[src/rtl/serial_subtractor.sv]
// Bit-serial two's-complement subtractor: DIFF = A - B - BIN, one bit per clock, LSB first,
// built around a single full-subtractor cell with a registered borrow and a start/done handshake.
module serial_subtractor #(
  parameter int WIDTH = 8
) (
  input  logic             i_clk,
  input  logic             i_rst_n,
  input  logic             i_start,
  input  logic [WIDTH-1:0] i_a,
  input  logic [WIDTH-1:0] i_b,
  input  logic             i_bin,
  output logic             o_busy,
  output logic             o_done,
  output logic [WIDTH-1:0] o_diff,
  output logic             o_bout
);

  localparam int CW = $clog2(WIDTH) + 1;
  localparam logic [CW-1:0] LAST_BIT = CW'(WIDTH - 1);

  typedef enum logic [1:0] {
    IDLE   = 2'd0,
    RUN    = 2'd1,
    DONE_S = 2'd2
  } state_t;

  function automatic logic fs_diff(input logic a, input logic b, input logic br);
    fs_diff = a ^ b ^ br;
  endfunction

  function automatic logic fs_borrow(input logic a, input logic b, input logic br);
    fs_borrow = (~a & b) | (~(a ^ b) & br);
  endfunction

  state_t           r_state;
  state_t           w_state_nxt;
  logic             w_accept;
  logic             w_last;
  logic             w_d;
  logic             w_br_nxt;
  logic [WIDTH-1:0] w_sd_nxt;
  logic [WIDTH-1:0] r_sa;
  logic [WIDTH-1:0] r_sb;
  logic [WIDTH-1:0] r_sd;
  logic             r_br;
  logic [CW-1:0]    r_cnt;
  logic [WIDTH-1:0] r_diff;
  logic             r_bout;
  logic             r_busy;
  logic             r_done;

  // Next-state decode plus the combinational full-subtractor cell on the current LSBs.
  always_comb begin
    w_state_nxt = r_state;
    w_accept    = 1'b0;
    w_last      = 1'b0;
    w_d         = fs_diff(r_sa[0], r_sb[0], r_br);
    w_br_nxt    = fs_borrow(r_sa[0], r_sb[0], r_br);
    w_sd_nxt    = {w_d, r_sd[WIDTH-1:1]};
    case (r_state)
      IDLE: begin
        if (i_start) begin
          w_state_nxt = RUN;
          w_accept    = 1'b1;
        end else begin
          w_state_nxt = IDLE;
        end
      end
      RUN: begin
        if (r_cnt == LAST_BIT) begin
          w_state_nxt = DONE_S;
          w_last      = 1'b1;
        end else begin
          w_state_nxt = RUN;
        end
      end
      DONE_S: begin
        if (i_start) begin
          w_state_nxt = RUN;
          w_accept    = 1'b1;
        end else begin
          w_state_nxt = IDLE;
        end
      end
      default: begin
        w_state_nxt = IDLE;
      end
    endcase
  end

  // State, operand shifters, borrow, counter and held result; reset wins over everything.
  always_ff @(posedge i_clk) begin
    if (!i_rst_n) begin
      r_state <= IDLE;
      r_sa    <= '0;
      r_sb    <= '0;
      r_sd    <= '0;
      r_br    <= 1'b0;
      r_cnt   <= '0;
      r_diff  <= '0;
      r_bout  <= 1'b0;
      r_busy  <= 1'b0;
      r_done  <= 1'b0;
    end else begin
      r_state <= w_state_nxt;
      r_busy  <= (w_state_nxt == RUN);
      r_done  <= (w_state_nxt == DONE_S);
      if (w_accept) begin
        r_sa  <= i_a;
        r_sb  <= i_b;
        r_br  <= i_bin;
        r_cnt <= '0;
        r_sd  <= '0;
      end else if (r_state == RUN) begin
        r_sa  <= {1'b0, r_sa[WIDTH-1:1]};
        r_sb  <= {1'b0, r_sb[WIDTH-1:1]};
        r_br  <= w_br_nxt;
        r_sd  <= w_sd_nxt;
        r_cnt <= r_cnt + CW'(1);
        if (w_last) begin
          r_diff <= w_sd_nxt;
          r_bout <= w_br_nxt;
        end
      end
    end
  end

  assign o_busy = r_busy;
  assign o_done = r_done;
  assign o_diff = r_diff;
  assign o_bout = r_bout;

endmodule

[config.mk]
export PLATFORM = sky130hd
export DESIGN_NAME = serial_subtractor
export DESIGN_NICKNAME = d
export VERILOG_FILES = /design/src/rtl/serial_subtractor.sv
export SDC_FILE = /design/constraint.sdc
export NUM_CORES = 1
export LEC_CHECK = 0
export ABC_CLOCK_PERIOD_IN_PS = 3800
export CAP_MARGIN = 20
export CORE_ASPECT_RATIO = 1.75
export CORE_UTILIZATION = 30
export DETAILED_ROUTE_END_ITERATION = 16
export PLACE_DENSITY = 0.52
export SYNTH_ARGS = -nofsm -noshare
export SYNTH_HDL_FRONTEND = slang
export SYNTH_SLANG_ARGS = --single-unit
export TNS_END_PERCENT = 20
[constraint.sdc]
create_clock -name i_clk -period 3.8 [get_ports i_clk]
set_clock_uncertainty 0.15 [all_clocks]
set_input_delay 0.38 -clock i_clk [delete_from_list [all_inputs] [get_ports i_clk]]
set_output_delay 0.38 -clock i_clk [all_outputs]
set_load 0.1 [all_outputs]
* Yosys cells after proc, flatten, opt, wreduce, memory -nomap -nowiden
Cells that the tools add are included.
** Storage, ports and cells
- Register bits :: 42
- Logic and storage cells :: 43
** Cells by class
- Add/subtract/negate cells :: 1
- Equality and inequality tests :: 5
- Multiplexer cells :: 13
- Bitwise gates (word level) :: 9
- Reduce and logical (&&, ||, !) cells :: 5
** Operators by type and width (number)
- 2-to-1 mux 8 bit :: 4
- 2-to-1 mux 1 bit :: 7
- adder 4 x 1 -> 4 bit, second input constant :: 1
- == test 2 x 1 -> 1 bit, second input constant :: 2
- == test 2 bit, second input constant :: 2
- == test 4 x 3 -> 1 bit, second input constant :: 1
- NOT 1 bit :: 4
- case mux 2 bit (2 select lines) :: 1
- OR reduction 2 bit :: 2
- AND reduction 3 bit :: 1
- bitwise AND 1 bit :: 2
- zero test 2 bit :: 1
- 2-to-1 mux 2 bit :: 1
- nonzero test 2 bit :: 1
- bitwise XOR 1 bit :: 2
- OR 1 bit :: 1

* Depth between registers and ports, before layout
Gate-level depths: netlist of the first run.
- Depth after elaboration :: 6
- Mapped depth :: 5

* Worst setup path after synthesis of the first run
OpenSTA, ideal clock, no wires.
- Path kind :: flip-flop to output port
- Start point :: register r_bout (netlist: o_bout)
- End point :: output port o_bout
- Arrival time :: 924 ps
- Slack :: 2346 ps
- Cell stages (with the launch flop) :: 1
- Buffers on the path :: 0
- Cell sequence :: dfxtp_1
** RTL lines
- start, declared :: RTL line 48 : logic r_bout;
- start signal, assigned :: RTL line 122 : r_bout <= w_br_nxt;
- end, declared :: RTL line 15 : output logic o_bout
No word-level cell between the ends.

* Worst setup path after layout of the first run
- Start point :: register r_bout (netlist: o_bout)
- End point :: output port o_bout
No word-level cell between the ends.

==> impl_results.md, run 1 <==
- Outcome: finished, final reports clean
- Synth top area share: 0.495
- Diode count: 0
- Hold Crit Depth: 2
- Clock power frac: 0.336
- Synth Cell Area: 1660 um^2
- Worst Path Arrival: 1.79 ns
- Switching portion of total power: 0.264
- Wire per inst: 11.4 um
- GP Congestion: 0.707
- Worst hold start: o_diff[4]
- Hold worst-path end: o_diff[4]
- Dpl hpwl: 2.28 mm
- Critical path type: reg2out
- Distinct cell type count after synthesis: 29
- Yosys warning count: 0
- Clock Tree Buf Depth: 2
- Worst path slowest cell: clkdlybuf4s50_1
- Initial antenna violation count: 0
- Cell Int Power: 0.616 mW
- Combinational group share of total power: 0.116
- Worst vdd rail ir drop: 263 uV
- Share of flip-flops with an asynchronous set or reset: 0
- Final hold viol count: 0
- DRC: 0
- Final WL: 3.37 mm
- Setup TNS: 0 ns
- Area leader, netlist: dfxtp_1
- Top cells by count, synth: 63 x nand2_1, 41 x dfxtp_1, 14 x o21ai_0
- Worst r2r path cells: 3
- Sink Count: 41
- Post-CTS Setup Inserts: 0
- Final-layout fill cell count: 567
- TritonCTS Buffers: 5
- P per Cell Area: 404 nW/um^2
- Initial DRC Count: 52
- Reg clk slew, reported paths: 0.08 ns
- Top delay family on crit path: buffers and inverters
- Die width: 58.2 um
- Avg Synthesized Cell Area: 8.45 um^2
- Largest stage delay on the critical path: 1.14 ns
- GRT overflow: 0
- Fmax: 430 MHz
- Via/cell ratio: 4.53
- Flops & latches, synth: 41
- Count leader, synth: nand2_1
- Worst r2r src: r_state[0]
- Resize count post-CTS: 0
- Vias in the first global route: 1254
- CP Cell Sequence: clkdlybuf4s50_1
- Sequential share of power: 0.548
- Largest cells by area after synthesis: dfxtp_1 50%, nand2_1 14%, mux2i_1 5.4%
- Worst hold slack: 0.307 ns
- Core area: 5300 um^2
- Setup Viol. Count Final: 0
- Hold Path Class: reg2reg
- 1st-pass router iterations: 4
- Seq/Total Area, Yosys: 0.495
- Cells after Synth: 196
- PortBufs: 30
- Starting Density: 0.313
- First-pass GRT wire length: 5.65 mm
- P_leak: 0.680 nW
- Vias post-DR: 1337
- Max cap viols: 0
- WP data required: 3.27 ns
- RSZ-0062 raised after global routing: no
- Max transition margin: 0.352
- CTS tree: done
- Ys flop type: dfxtp_1
- Syn Nets: 218
- Finished Core Util: 0.391
- Die footprint: 5840 um^2
- Cts hold-fix bufs: 0
- Nets: 242
- GRT Resource Usage Total: 0.129
- Min Tclk post-route: 2.32 ns
- Die Span Y: 100 um
- Layout cell share with drive strength beyond 1: 0.0588
- CP Launch Point: o_bout
- Area Growth Syn to Fin: 24.9%
- CP startpoint kind: flip-flop
- Clock H-tree levels: 2
- CTS root buf: clkbuf_8
- Ports: 31
- Slew Limit Fails: 0
- Sw Pwr: 0.221 mW
- R2r setup slk: 1.83 ns
- Largest net degree at the start of global routing: 30
- Max FO, Critical Path: 2
- Antenna Violating Nets Remaining: 0
- Rows: 35
- Worst reg2reg path endpoint: o_diff[0]
- Skew-Pair Late Insertion Delay: 0.29 ns
- Tcrit/Tclk final: 0.611
- Endpoint class of the critical path: primary output
- Post-synth EDFFs: 0
- Slew @ Worst Pin: 0.969 ns
- Crit path buffers/inverters: 1
==> stage by stage <==
step / total power [mW] / setup WS [ns] / cell area, um^2 / std cells
5_1_grt: 0.879 / 1.44 / 2070 / 295
3_5_place_dp: 0.567 / 1.71 / 1980 / 287
2_1_floorplan: 0.533 / 2.35 / 1660 / 196
3_3_place_gp: 0.567 / 1.75 / 1980 / 287
4_1_cts: 0.851 / 1.45 / 2070 / 295
6_report: 0.836 / 1.48 / 2070 / 295
==> logic make-up (layout without fill, tap and decap cells) <==
kind of cell / Yosys count / count (layout) / share of synthesized area
AO/OA/AOI/OAI: 43 / 43 / 0.153
adder cells (fa/ha/maj): 2 / 2 / 0.0196
AND/OR/NAND/NOR: 82 / 82 / 0.214
XOR/XNOR: 2 / 2 / 0.0106
buffers and inverters: 17 / 42 / 0.0536
multiplexers: 9 / 9 / 0.0544
flip-flops: 41 / 41 / 0.495
==> worst reg2reg max path: stages (launching register included) <==
cell      delay [ns]
dfxtp_1         0.42
nand2b_2        0.38
nor3_4          0.71
mux2i_1         0.26
==> power by group through the flow <==
stage                     combinational [mW]  clock [mW]  sequential (mW)
after floorplan                       0.0606           0            0.472
after global placement                0.0984           0            0.469
after detailed placement              0.0985           0            0.469
after CTS                             0.0989       0.293            0.459
after global routing                   0.109       0.309            0.461
final                                 0.0969       0.281            0.458
==> how the worst max path moves through the flow <==
stage / slack [ns] / end / cells after the start
2_1_floorplan: 2.35 / o_bout / 0
3_3_place_gp: 1.75 / r_sd[4] / 4
3_5_place_dp: 1.71 / r_sd[1] / 3
4_1_cts: 1.45 / o_bout / 1
5_1_grt: 1.44 / o_bout / 1
6_report: 1.48 / o_bout / 1
==> registers in the layout, indices dropped and copies added (netlist names) <==
name and count:
r_sb 8, r_state 2, r_sa 8, o_diff 8
o_busy 1, o_bout 1, r_br 1, o_done 1
r_cnt 4, r_sd 7
==> layout make-up <==
| cell class | instances | area [um^2] | share of cell area |
|---|---|---|---|
| multi-input combinational | 138 | 747 | 0.361 |
| tap | 74 | 92.6 | 0.0447 |
| sequential | 41 | 821 | 0.397 |
| clock inverter | 3 | 17.5 | 0.00846 |
| clock buffer | 5 | 68.8 | 0.0333 |
| inverter | 2 | 7.51 | 0.00363 |
| timing repair buffer | 32 | 315 | 0.152 |
==> layer usage <==
| layer | share of wire | vias to the layer above | GRT usage |
|---|---|---|---|
| li1 | - | 700 | - |
| met1 | 0.44 | 606 | 0.141 |
| met5 | 0 | - | 0 |
| met3 | 0.027 | 4 | 0.0284 |
| met2 | 0.51 | 27 | 0.223 |
| met4 | 0.021 | 0 | 0.0769 |
==> cell usage in the layout, fill, tap and decap left out, drive strengths merged, types with 5 or more instances in the layout <==
| master | n |
|---|---|
| nand3 | 5 |
| nand2 | 63 |
| mux2i | 9 |
| clkbuf | 5 |
| a31oi | 12 |
| clkdlybuf4s50 | 30 |
| dfxtp | 41 |
| o21ai | 14 |
| a21oi | 10 |
Note: power is estimated with default switching activity, not from simulation.
==> run 2, diff against run 1 <==
ABC_CLOCK_PERIOD_IN_PS = 2050   (was 3800)
PLACE_DENSITY = 0.54   (was 0.52)
clock period = 2.05 ns   (was 3.8 ns; I/O delays follow)
==> impl_results.md, run 2 (synthesis gave the netlist of run 1 again) <==
- Sink Count: 41 (unchanged)
- Clock Tree Buf Depth: 2 (unchanged)
- Final-layout fill cell count: 556 (-1.9%)
- Diode count: 0 (unchanged)
- Critical path type: reg2reg
- Wire per inst: 11.3 um (-0.59%)
- CTS tree: done
- Most frequent cells in the layout: 63 x nand2_1, 41 x dfxtp_1, 19 x clkdlybuf4s50_1, 18 x buf_4, 14 x o21ai_0
- GRT Resource Usage Total: 0.131 (+0.00200)
- Outcome: finished, final reports clean
- Placed Cells: 292 (+1.7%)
- P per Cell Area: 760 nW/um^2 (+88%)
- Rows: 35 (unchanged)
- Area Growth Syn to Fin: 26.1%
- Worst vdd rail ir drop: 385 uV (+47%)
- CTS root buf: clkbuf_8
- Post-CTS Setup Inserts: 0 (unchanged)
- Max FO, Critical Path: 16 (+14)
- RSZ-0062 raised after global routing: no
- Setup Viol. Count Final: 0 (unchanged)
- First-pass GRT wire length: 5.82 mm (+3.0%)
- Design area: 2090 um^2 (+0.97%)
- Tcrit/Tclk final: 0.758
- Final WL: 3.40 mm (+1.1%)
- Slew Limit Fails: 0 (unchanged)
- R2r setup slk: 0.50 ns (-1.33 ns)
- Layout cell share with drive strength beyond 1: 0.128 (+0.0695)
- Worst reg2reg path endpoint: o_diff[3]
- GP Congestion: 0.736 (+4.2%)
- Max cap viols: 0 (unchanged)
- Slew @ Worst Pin: 0.408 ns (-0.561 ns)
- Worst r2r src: r_state[1]
- Clock H-tree levels: 2 (unchanged)
- Core area: 5300 um^2 (unchanged)
- Skew-Pair Late Insertion Delay: 0.29 ns (about the same)
- Starting Density: 0.313 (unchanged)
- Max transition margin: 0.727 (+0.375)
- Antenna Violating Nets Remaining: 0 (unchanged)
- FF+latch area: 821 um^2 (unchanged)
- PortBufs: 30 (unchanged)
- CP startpoint kind: flip-flop
- Nets: 247 (+2.1%)
- 1st-pass router iterations: 4 (unchanged)
- P_leak: 0.735 nW (+8.0%)
- Initial DRC Count: 20 (-62%)
- Min Tclk post-route: 1.55 ns
- Worst Path Arrival: 1.63 ns (-0.16 ns)
- Finished Layout Cells: 300 (+1.7%)
- TritonCTS Buffers: 5 (unchanged)
- Fmax: 643 MHz
- GRT overflow: 0 (unchanged)
- Die width: 58.2 um (unchanged)
- Hold Path Class: reg2reg
- Setup TNS: 0 ns (unchanged)
- Die Span Y: 100 um (unchanged)
- Final hold viol count: 0 (unchanged)
- Endpoint class of the critical path: flip-flop
- WP data required: 2.13 ns (-1.14 ns)
- Hold Crit Depth: 2 (unchanged)
- Worst hold start: o_diff[7]
- Worst r2r path cells: 4 (+1)
- Via/cell ratio: 4.65 (+2.5%)
- Ports: 31 (unchanged)
- Resize count post-CTS: 0 (unchanged)
- DRC: 0 (unchanged)
- Vias in the first global route: 1346 (+7.3%)
- Cts hold-fix bufs: 0 (unchanged)
- Commonest non-fill, non-tap cell in the layout: nand2_1
- Post-place instance area: 1990 um^2 (+0.50%)
- Hold worst-path end: o_diff[7]
- Die footprint: 5840 um^2 (unchanged)
- Vias post-DR: 1394 (+4.3%)
- Reg clk slew, reported paths: 0.08 ns (about the same)
- Dpl hpwl: 2.35 mm (+3.1%)
- Area of the multi-input gates: 747 um^2 (unchanged)
- Largest net degree at the start of global routing: 30 (unchanged)
- Initial antenna violation count: 0 (unchanged)
==> run 2: cell types whose count changed in the layout (fill, tap and decap cells not counted) <==
| cell | change |
|---|---|
| clkinv_2 | -1 |
| clkbuf_8 | +1 |
| buf_4 | +16 |
| clkinvlp_4 | -1 |
| clkdlybuf4s50_1 | -11 |
| clkinv_4 | +1 |
==> run 2: worst max path at each step <==
stage | startpoint | endpoint | depth (start not counted)
global route | r_state[0] | o_diff[0] | 4
finish | r_state[1] | o_diff[3] | 4
CTS | r_state[1] | o_diff[3] | 4
global placement | i_start | r_state[0] | 4
detailed placement | i_start | o_busy | 4
floorplan | o_bout | o_bout | 2
==> run 2: through the flow <==
step / setup slack, ns / hold WS, ns / util / total power [mW]
finish: 0.495 / 0.307 / 0.394 / 1.59
floorplan: 0.678 / 0.187 / - / 0.988
global route: 0.408 / 0.314 / 0.394 / 1.67
CTS: 0.476 / 0.308 / 0.394 / 1.61
global placement: 0.400 / 0.291 / 0.376 / 1.06
detailed placement: 0.416 / 0.301 / 0.376 / 1.06
==> run 2: worst max-delay path, cell delays in order (launching register included) <==
cell      delay, ns
dfxtp_1        0.31
nand2b_2       0.34
nor3_4         0.23
buf_4          0.25
mux2i_1        0.20
==> run 2: final cells by class <==
cell class	instances	share of cell area
repair buffers	37	0.156
clock buffers	6	0.0395
inverters	2	0.00359
flip-flops and latches	41	0.393
multi-input cells	138	0.357
clock inverters	2	0.00659
well taps	74	0.0443
==> run 2: where the power goes <==
group	total (mW)	switching, mW	internal [mW]	leakage, nW
combinational	0.187	0.105	0.0824	0.349
clock	0.551	0.278	0.273	0.0512
sequential	0.850	0.0200	0.830	0.335
==> run 2: layer usage <==
layer	wire length, um	global-route usage	vias to the layer above	part of all wire
li1	-	-	711	-
met3	136	0.0348	6	0.040
met5	0	0	-	0
met4	75	0.0604	0	0.022
met1	1440	0.139	645	0.42
met2	1750	0.235	32	0.52
